File: config.mk
export PLATFORM = sky130hd
export DESIGN_NAME = pe_out_drain
export DESIGN_NICKNAME = d
export VERILOG_FILES = /design/src/rtl/pe_out_drain.sv
export SDC_FILE = /design/constraint.sdc
export NUM_CORES = 1
export LEC_CHECK = 0
export CORE_ASPECT_RATIO = 0.75
export CORE_MARGIN = 8
export CORE_UTILIZATION = 58
export CTS_CLUSTER_SIZE = 24
export DETAILED_ROUTE_END_ITERATION = 8
export GPL_TIMING_DRIVEN = 0
export PLACE_DENSITY_LB_ADDON = 0.08
export SLEW_MARGIN = 25
export SYNTH_ARGS = -nofsm -noshare
export SYNTH_HDL_FRONTEND = slang
export SYNTH_SLANG_ARGS = --single-unit
File: constraint.sdc
create_clock -name clk -period 79 [get_ports clk]
set_clock_uncertainty 0.15 [all_clocks]
set_input_delay 7.9 -clock clk [delete_from_list [all_inputs] [get_ports clk]]
set_output_delay 7.9 -clock clk [all_outputs]
set_load 0.05 [all_outputs]
File: src/rtl/pe_out_drain.sv
// pe_out_drain: ping-pong snapshot buffer behind the 2x16 PE array.
// Captures ROWS*COLS elements and streams LANES-wide beats over valid/ready.
//
// Ports:
//   clk, rst     rising-edge clock, synchronous active-high reset
//   cap_valid    snapshot strobe (array cannot stall)
//   cap_data     packed [ROWS][COLS][DW] snapshot
//   cap_ready    write-target bank is free
//   out_valid    beat valid
//   out_ready    downstream accept
//   out_data     LANES elements; lane l at [l*DW +: DW]
//   out_beat     beat index within snapshot
//   out_last     final beat of snapshot
//   overflow     sticky dropped-capture flag
//   drop_cnt     saturating dropped-capture count
//   clear_ovf    clears overflow and drop_cnt
//
// Optional: define PE_DRAIN_RELU_EN to zero negative elements at capture.

module pe_out_drain #(
    parameter  int ROWS  = 2,
    parameter  int COLS  = 16,
    parameter  int DW    = 16,
    parameter  int LANES = 4,
    localparam int NE    = ROWS * COLS,
    localparam int BEATS = NE / LANES,
    localparam int BW    = (BEATS > 1) ? $clog2(BEATS) : 1
) (
    input  logic                  clk,
    input  logic                  rst,
    input  logic                  cap_valid,
    input  logic [NE*DW-1:0]      cap_data,
    output logic                  cap_ready,
    output logic                  out_valid,
    input  logic                  out_ready,
    output logic [LANES*DW-1:0]   out_data,
    output logic [BW-1:0]         out_beat,
    output logic                  out_last,
    output logic                  overflow,
    output logic [7:0]            drop_cnt,
    input  logic                  clear_ovf
);

    typedef enum logic {
        S_IDLE,
        S_DRAIN
    } state_t;

    state_t            state;
    logic [1:0]        full;
    logic [1:0]        full_nxt;
    logic              wr_sel;
    logic              rd_sel;
    logic [BW-1:0]     beat_cnt;
    logic [NE*DW-1:0]  bank [2];
    logic [NE*DW-1:0]  cap_store;

    logic              cap_acc;
    logic              drop;
    logic              fire;
    logic              last_fire;
    logic              other_full;

    assign cap_ready = ~full[wr_sel];
    assign cap_acc   = !rst && cap_valid && cap_ready;
    assign drop      = !rst && cap_valid && !cap_ready;
    assign out_valid = (state == S_DRAIN);
    assign out_beat  = beat_cnt;
    assign out_last  = out_valid && (beat_cnt == BW'(BEATS - 1));
    assign fire      = out_valid && out_ready;
    assign last_fire = fire && (beat_cnt == BW'(BEATS - 1));

    // A capture landing in the other bank this cycle also counts as
    // full, so the next snapshot follows the last beat with no bubble.
    assign other_full = full[~rd_sel] |
                        (cap_acc && (wr_sel != rd_sel));

    always_comb begin
        cap_store = cap_data;
`ifdef PE_DRAIN_RELU_EN
        for (int i = 0; i < NE; i++) begin
            if (cap_data[i*DW + DW - 1])
                cap_store[i*DW +: DW] = '0;
        end
`endif
    end

    // A capture can never target the bank being freed: that bank is
    // still full at the edge, so cap_ready is 0 for it.
    always_comb begin
        full_nxt = full;
        if (last_fire)
            full_nxt[rd_sel] = 1'b0;
        if (cap_acc)
            full_nxt[wr_sel] = 1'b1;
    end

    always_comb begin
        out_data = '0;
        if (out_valid)
            out_data = bank[rd_sel][int'(beat_cnt)*LANES*DW +: LANES*DW];
    end

    always_ff @(posedge clk) begin
        if (cap_acc)
            bank[wr_sel] <= cap_store;
    end

    always_ff @(posedge clk) begin
        if (rst) begin
            state    <= S_IDLE;
            full     <= '0;
            wr_sel   <= 1'b0;
            rd_sel   <= 1'b0;
            beat_cnt <= '0;
        end else begin
            full <= full_nxt;
            if (cap_acc)
                wr_sel <= ~wr_sel;
            unique case (state)
                S_IDLE: begin
                    // Bypass: a capture into the read bank starts the
                    // drain on the very next cycle.
                    if (full[rd_sel] ||
                        (cap_acc && (wr_sel == rd_sel)))
                        state <= S_DRAIN;
                end
                S_DRAIN: begin
                    if (last_fire) begin
                        rd_sel   <= ~rd_sel;
                        beat_cnt <= '0;
                        state    <= other_full ? S_DRAIN : S_IDLE;
                    end else if (fire) begin
                        beat_cnt <= beat_cnt + 1'b1;
                    end
                end
                default: state <= S_IDLE;
            endcase
        end
    end

    // Same-cycle clear and drop: the drop wins and counts as the first.
    always_ff @(posedge clk) begin
        if (rst) begin
            overflow <= 1'b0;
            drop_cnt <= '0;
        end else if (clear_ovf) begin
            overflow <= drop;
            drop_cnt <= drop ? 8'd1 : 8'd0;
        end else if (drop) begin
            overflow <= 1'b1;
            if (drop_cnt != 8'hFF)
                drop_cnt <= drop_cnt + 8'd1;
        end
    end

endmodule

# Yosys cells after proc, flatten, opt, wreduce, memory -nomap -nowiden
# Memories as Yosys holds them, arrays and structs flattened. A register that Yosys moved wholly into a read port is not among the register bits.
# Index checks and enable logic that the tools add are counted.
# word_totals
regBits,17
ramBits,1024
elab_cells,75
mem_count,1
# memory_table
memory,depth,word_bits,rd,rd_ports_with_merged_regs,wr,line,text
bank,2,512,1,1,1,55,logic [NE*DW-1:0] bank [2];
# classes
add_sub_neg,2
order_cmp,5
eq_ne,4
n_shift,1
muxes,29
n_bitwise,8
reduce_logical,18
# op_table
op,count
512-bit by 10-bit indexed part select with 64-bit output,1
64-bit two-way mux,1
8-bit two-way mux,3
1-bit two-way mux,18
1-bit logical AND,10
"8-bit by 1-bit adder with 8-bit output, second input constant",1
"8-bit != test, second input constant",1
"1-bit by 2-bit < comparator with 1-bit output, second input constant",3
3-bit two-way mux,2
2-bit AND reduction,3
2-bit nonzero test,3
2-bit two-way mux,2
1-bit NOT,4
"3-bit by 1-bit adder with 3-bit output, second input constant",1
"3-bit equality test, second input constant",1
2-bit AND,1
1-bit demux with 1-bit select,2
"1-bit greater-or-equal comparator, second input constant",2
2-bit NOT,1
2-bit OR,1
1-bit case mux with 2 select lines,1
1-bit equality test,1
1-bit zero test,1
1-bit logical OR,1
2 further kinds,2

# Depth between registers and ports, before layout
# depth
word_depth,9
ltp_mapped,8

# Worst setup path after synthesis
# Ideal clock, no wire load.
# synth_path
path_type,input-to-reg
startpoint,in rst
endpoint,reg wr_sel
arrival_ns,45.098
setup_slack_ns,33.531
path_stages,4
n_path_buf,1
path_cell_list,clkbuf_1 > nand2b_1 > nor3_1 > o21bai_1
# synth_between
elab_chain_cells,3
# synth_rtl
item,line,text
start: declaration,30,"input logic rst,"
1-bit zero test,65,assign cap_acc = !rst && cap_valid && cap_ready;
1-bit logical AND (2 in series),65,
end signal: assignment,119,wr_sel <= ~wr_sel;
end: declaration,52,logic wr_sel;
# Parallel ways exist; a longest one is shown, timed or not.
# A chain may end at the register's enable or synchronous reset.

# Worst setup path after layout
# layout_path
startpoint,reg state (netlist: out_valid)
endpoint,out out_data[43]
# layout_between
elab_chain_cells,1
# layout_rtl
item,line,text
start: declaration,49,state_t state;
start signal: assignment,132,state <= other_full ? S_DRAIN : S_IDLE;
64-bit two-way mux,100,if (out_valid)
end: declaration,36,"output logic [LANES*DW-1:0] out_data,"
# No other way between the ends.

==> results.cfg <==
[route]
wl_mm = 115
antenna_left = 0
dr_total_vias = 23800
remaining_drc_errors = 0
viasPerCell = 6.01
first_iter_violations = 2547
wl_per_cell_um = 29.0
firstDrtPassIters = 6

[grt]
globalRouteTotalUtil_pct = 28.4
grt_overflow = 0
grt_max_degree = 47
grt_pass1_wl_mm = 161
antenna_found_initial = 68
grt_pass1_vias = 24600

[logic_synthesis]
synth-seq-area-share_pct = 77.2
synth_most_common_cell = edfxtp_1
synth_area_leaders = edfxtp_1, mux2i_1, a22oi_1
syn_area_um2 = 40300
syn_inst = 2189
postSynthAreaPerCell_um2 = 18.4
synth_fa_ha_area_share_pct = 0.0932
synth_top_family_by_area = multiplexers
synth_edf_count = 1024
yosys_most_used_dff = edfxtp_1
yosysTopAreaCell = edfxtp_1
synth_compound_area_share_pct = 6.14
synth_mux_area_share_pct = 12.9
ys_top_cells_by_count = edfxtp_1, mux2i_1, a22oi_1
yosysWarnings = 0
synth-simple-area-share_pct = 1.64
synth-seq-cells = 1042
synthXorXnorAreaFrac_pct = 0
ys_types = 42
async_flop_share_pct = 0
synth_fp_nets = 2709
synth_top_area_share_pct = 76.3

[clock_network]
holdBufCountCts = 0
clock_path_buffers = 3
clock_latency_ps = 650
cts_tree = yes
clkTransAtPathRegs_ps = 60
post_cts_buffers = 0
cts_resized = 0
cts-root-buf = clkbuf_16
clkSinkCount = 1042
htreeDepth = 3
cts_inserted_buffers = 98

[die]
die_w_um = 320
die_area_um2 = 78200
die_h_um = 244
num_io_pins = 596
core-area_um2 = 68500
num_rows = 83
initial_utilization_pct = 58.8

[sta]
rsz0062_at_grt = false
totalNegativeSetupSlack_ps = 0
fmax_mhz = 82.7
period_needed_ps = 12090
worstMarginPinSlew_ps = 1040
hold_violations = 0
relSlewSlack_pct = 30.9
finalSetupViolCount = 0
maxSlewViolCount = 0
post-route-period-util_pct = 15.3

[worst_setup_path]
cp_slowest_stage_delay_ps = 800
path_cells = buf_2 -> nand2_1 -> clkbuf_1 -> clkbuf_1 -> o22ai_1 -> clkdlybuf4s50_1
cp_common_cell = clkbuf_1
endpoint_kind = primary output
worst_path_max_delay_cell = clkbuf_1
critPathLaunchType = flip-flop
critPathMaxFanout = 10
rrSetupSlack_ps = 75270
worstSetupPathType = reg2out
worst_ep_arrival_time_ps = 4040
critPathBufInv = 4
cp.required_ps = 70950
critical_path.top_delay_family = buffers and inverters

[finish]
drive_above_1_share_pct = 10.2
layout.nets = 3480
areaGrowthSynthToFinish_pct = 27.6

[pwr]
peakVddDrop_mv = 0.0189
power_density_nw_per_um2 = 23.4
total_power_mw = 1.20
leakage_nw = 16.4

[placement]
gp_congestion = 0.864
dp_hpwl_mm = 83.1
io_buffers = 595

[status]
status = complete, no violations

[hold_path]
worstHoldPathType = reg2reg

[run]
maxCapViolCount = 0
-- layout by cell type (no fill, tap or decap), types with 22 or more instances in the layout --
| cell type | count |
|---|---|
| nand2_1 | 123 |
| o22ai_1 | 52 |
| edfxtp_1 | 1024 |
| a22oi_1 | 232 |
| diode_2 | 41 |
| o21ai_0 | 22 |
| mux2i_1 | 490 |
| clkdlybuf4s50_1 | 595 |
| clkbuf_1 | 66 |
| buf_2 | 37 |
| buf_4 | 71 |
| clkbuf_16 | 99 |
| buf_6 | 27 |
-- cell type report --
class | count | area (um^2)
antenna | 41 | 103
clock inverter | 52 | 532
tap | 892 | 1120
sequential | 1042 | 31100
buffer | 130 | 796
multi-input combinational | 1011 | 8370
fill | 4108 | 17200
timing repair buffer | 671 | 6750
clock buffer | 124 | 2590
inverter | 6 | 22.5
-- flip-flops by register name, summed over array words and instances (netlist names), named ones only --
signal,flops
rd_sel,1
overflow,1
drop_cnt,8
wr_sel,1
out_valid,1
full,2
bank,1024
out_beat,3
-- power by group --
group	internal [mW]	leakage, nW	switching, mW
Clock	0.267	1.54	0.197
Sequential	0.635	9.52	0.00584
Combinational	0.0435	5.29	0.0564
Total	0.945	16.4	0.259
-- metrics by stage --
stage          util, %  setup WS, ps  hold WS, ps  cells  instance area (um^2)
3_3_place_gp      69.1         15900          285   3676                 47400
6_report          75.0         66910          308   3969                 51400
4_1_cts           74.8         66800          306   3928                 51300
3_5_place_dp      70.3         66830          292   3752                 48200
2_1_floorplan        -         33530          330   2189                 40300
5_1_grt           74.9         66730          327   3962                 51400
-- worst paths after layout --
| kind | endpoint | start | cells past startpoint |
|---|---|---|---|
| max | out_data[43] | out_valid$_SDFF_PP0_ | 6 |
| min | overflow$_SDFFE_PP0P_ | overflow$_SDFFE_PP0P_ | 1 |
| max reg2reg | bank[0][19]$_DFFE_PP_ | wr_sel$_SDFFE_PP0P_ | 12 |
| min reg2reg | overflow$_SDFFE_PP0P_ | overflow$_SDFFE_PP0P_ | 1 |
-- routing by layer --
layer | wire length [um] | GRT usage [%] | up-vias
met5 | 320 | 0 | -
met4 | 3330 | 10.5 | 52
met3 | 10500 | 7.97 | 209
met2 | 57800 | 47.2 | 1136
met1 | 43200 | 35.6 | 12000
li1 | - | - | 10500
-- cell families after synthesis --
group / Yosys count
muxes: 503
buffers and inverters: 136
AOI/OAI and AO/OA: 347
DFF: 1042
and+or+nand+nor: 158
adders and majority gates: 3
No activity file was read; power rests on OpenSTA's default activity.
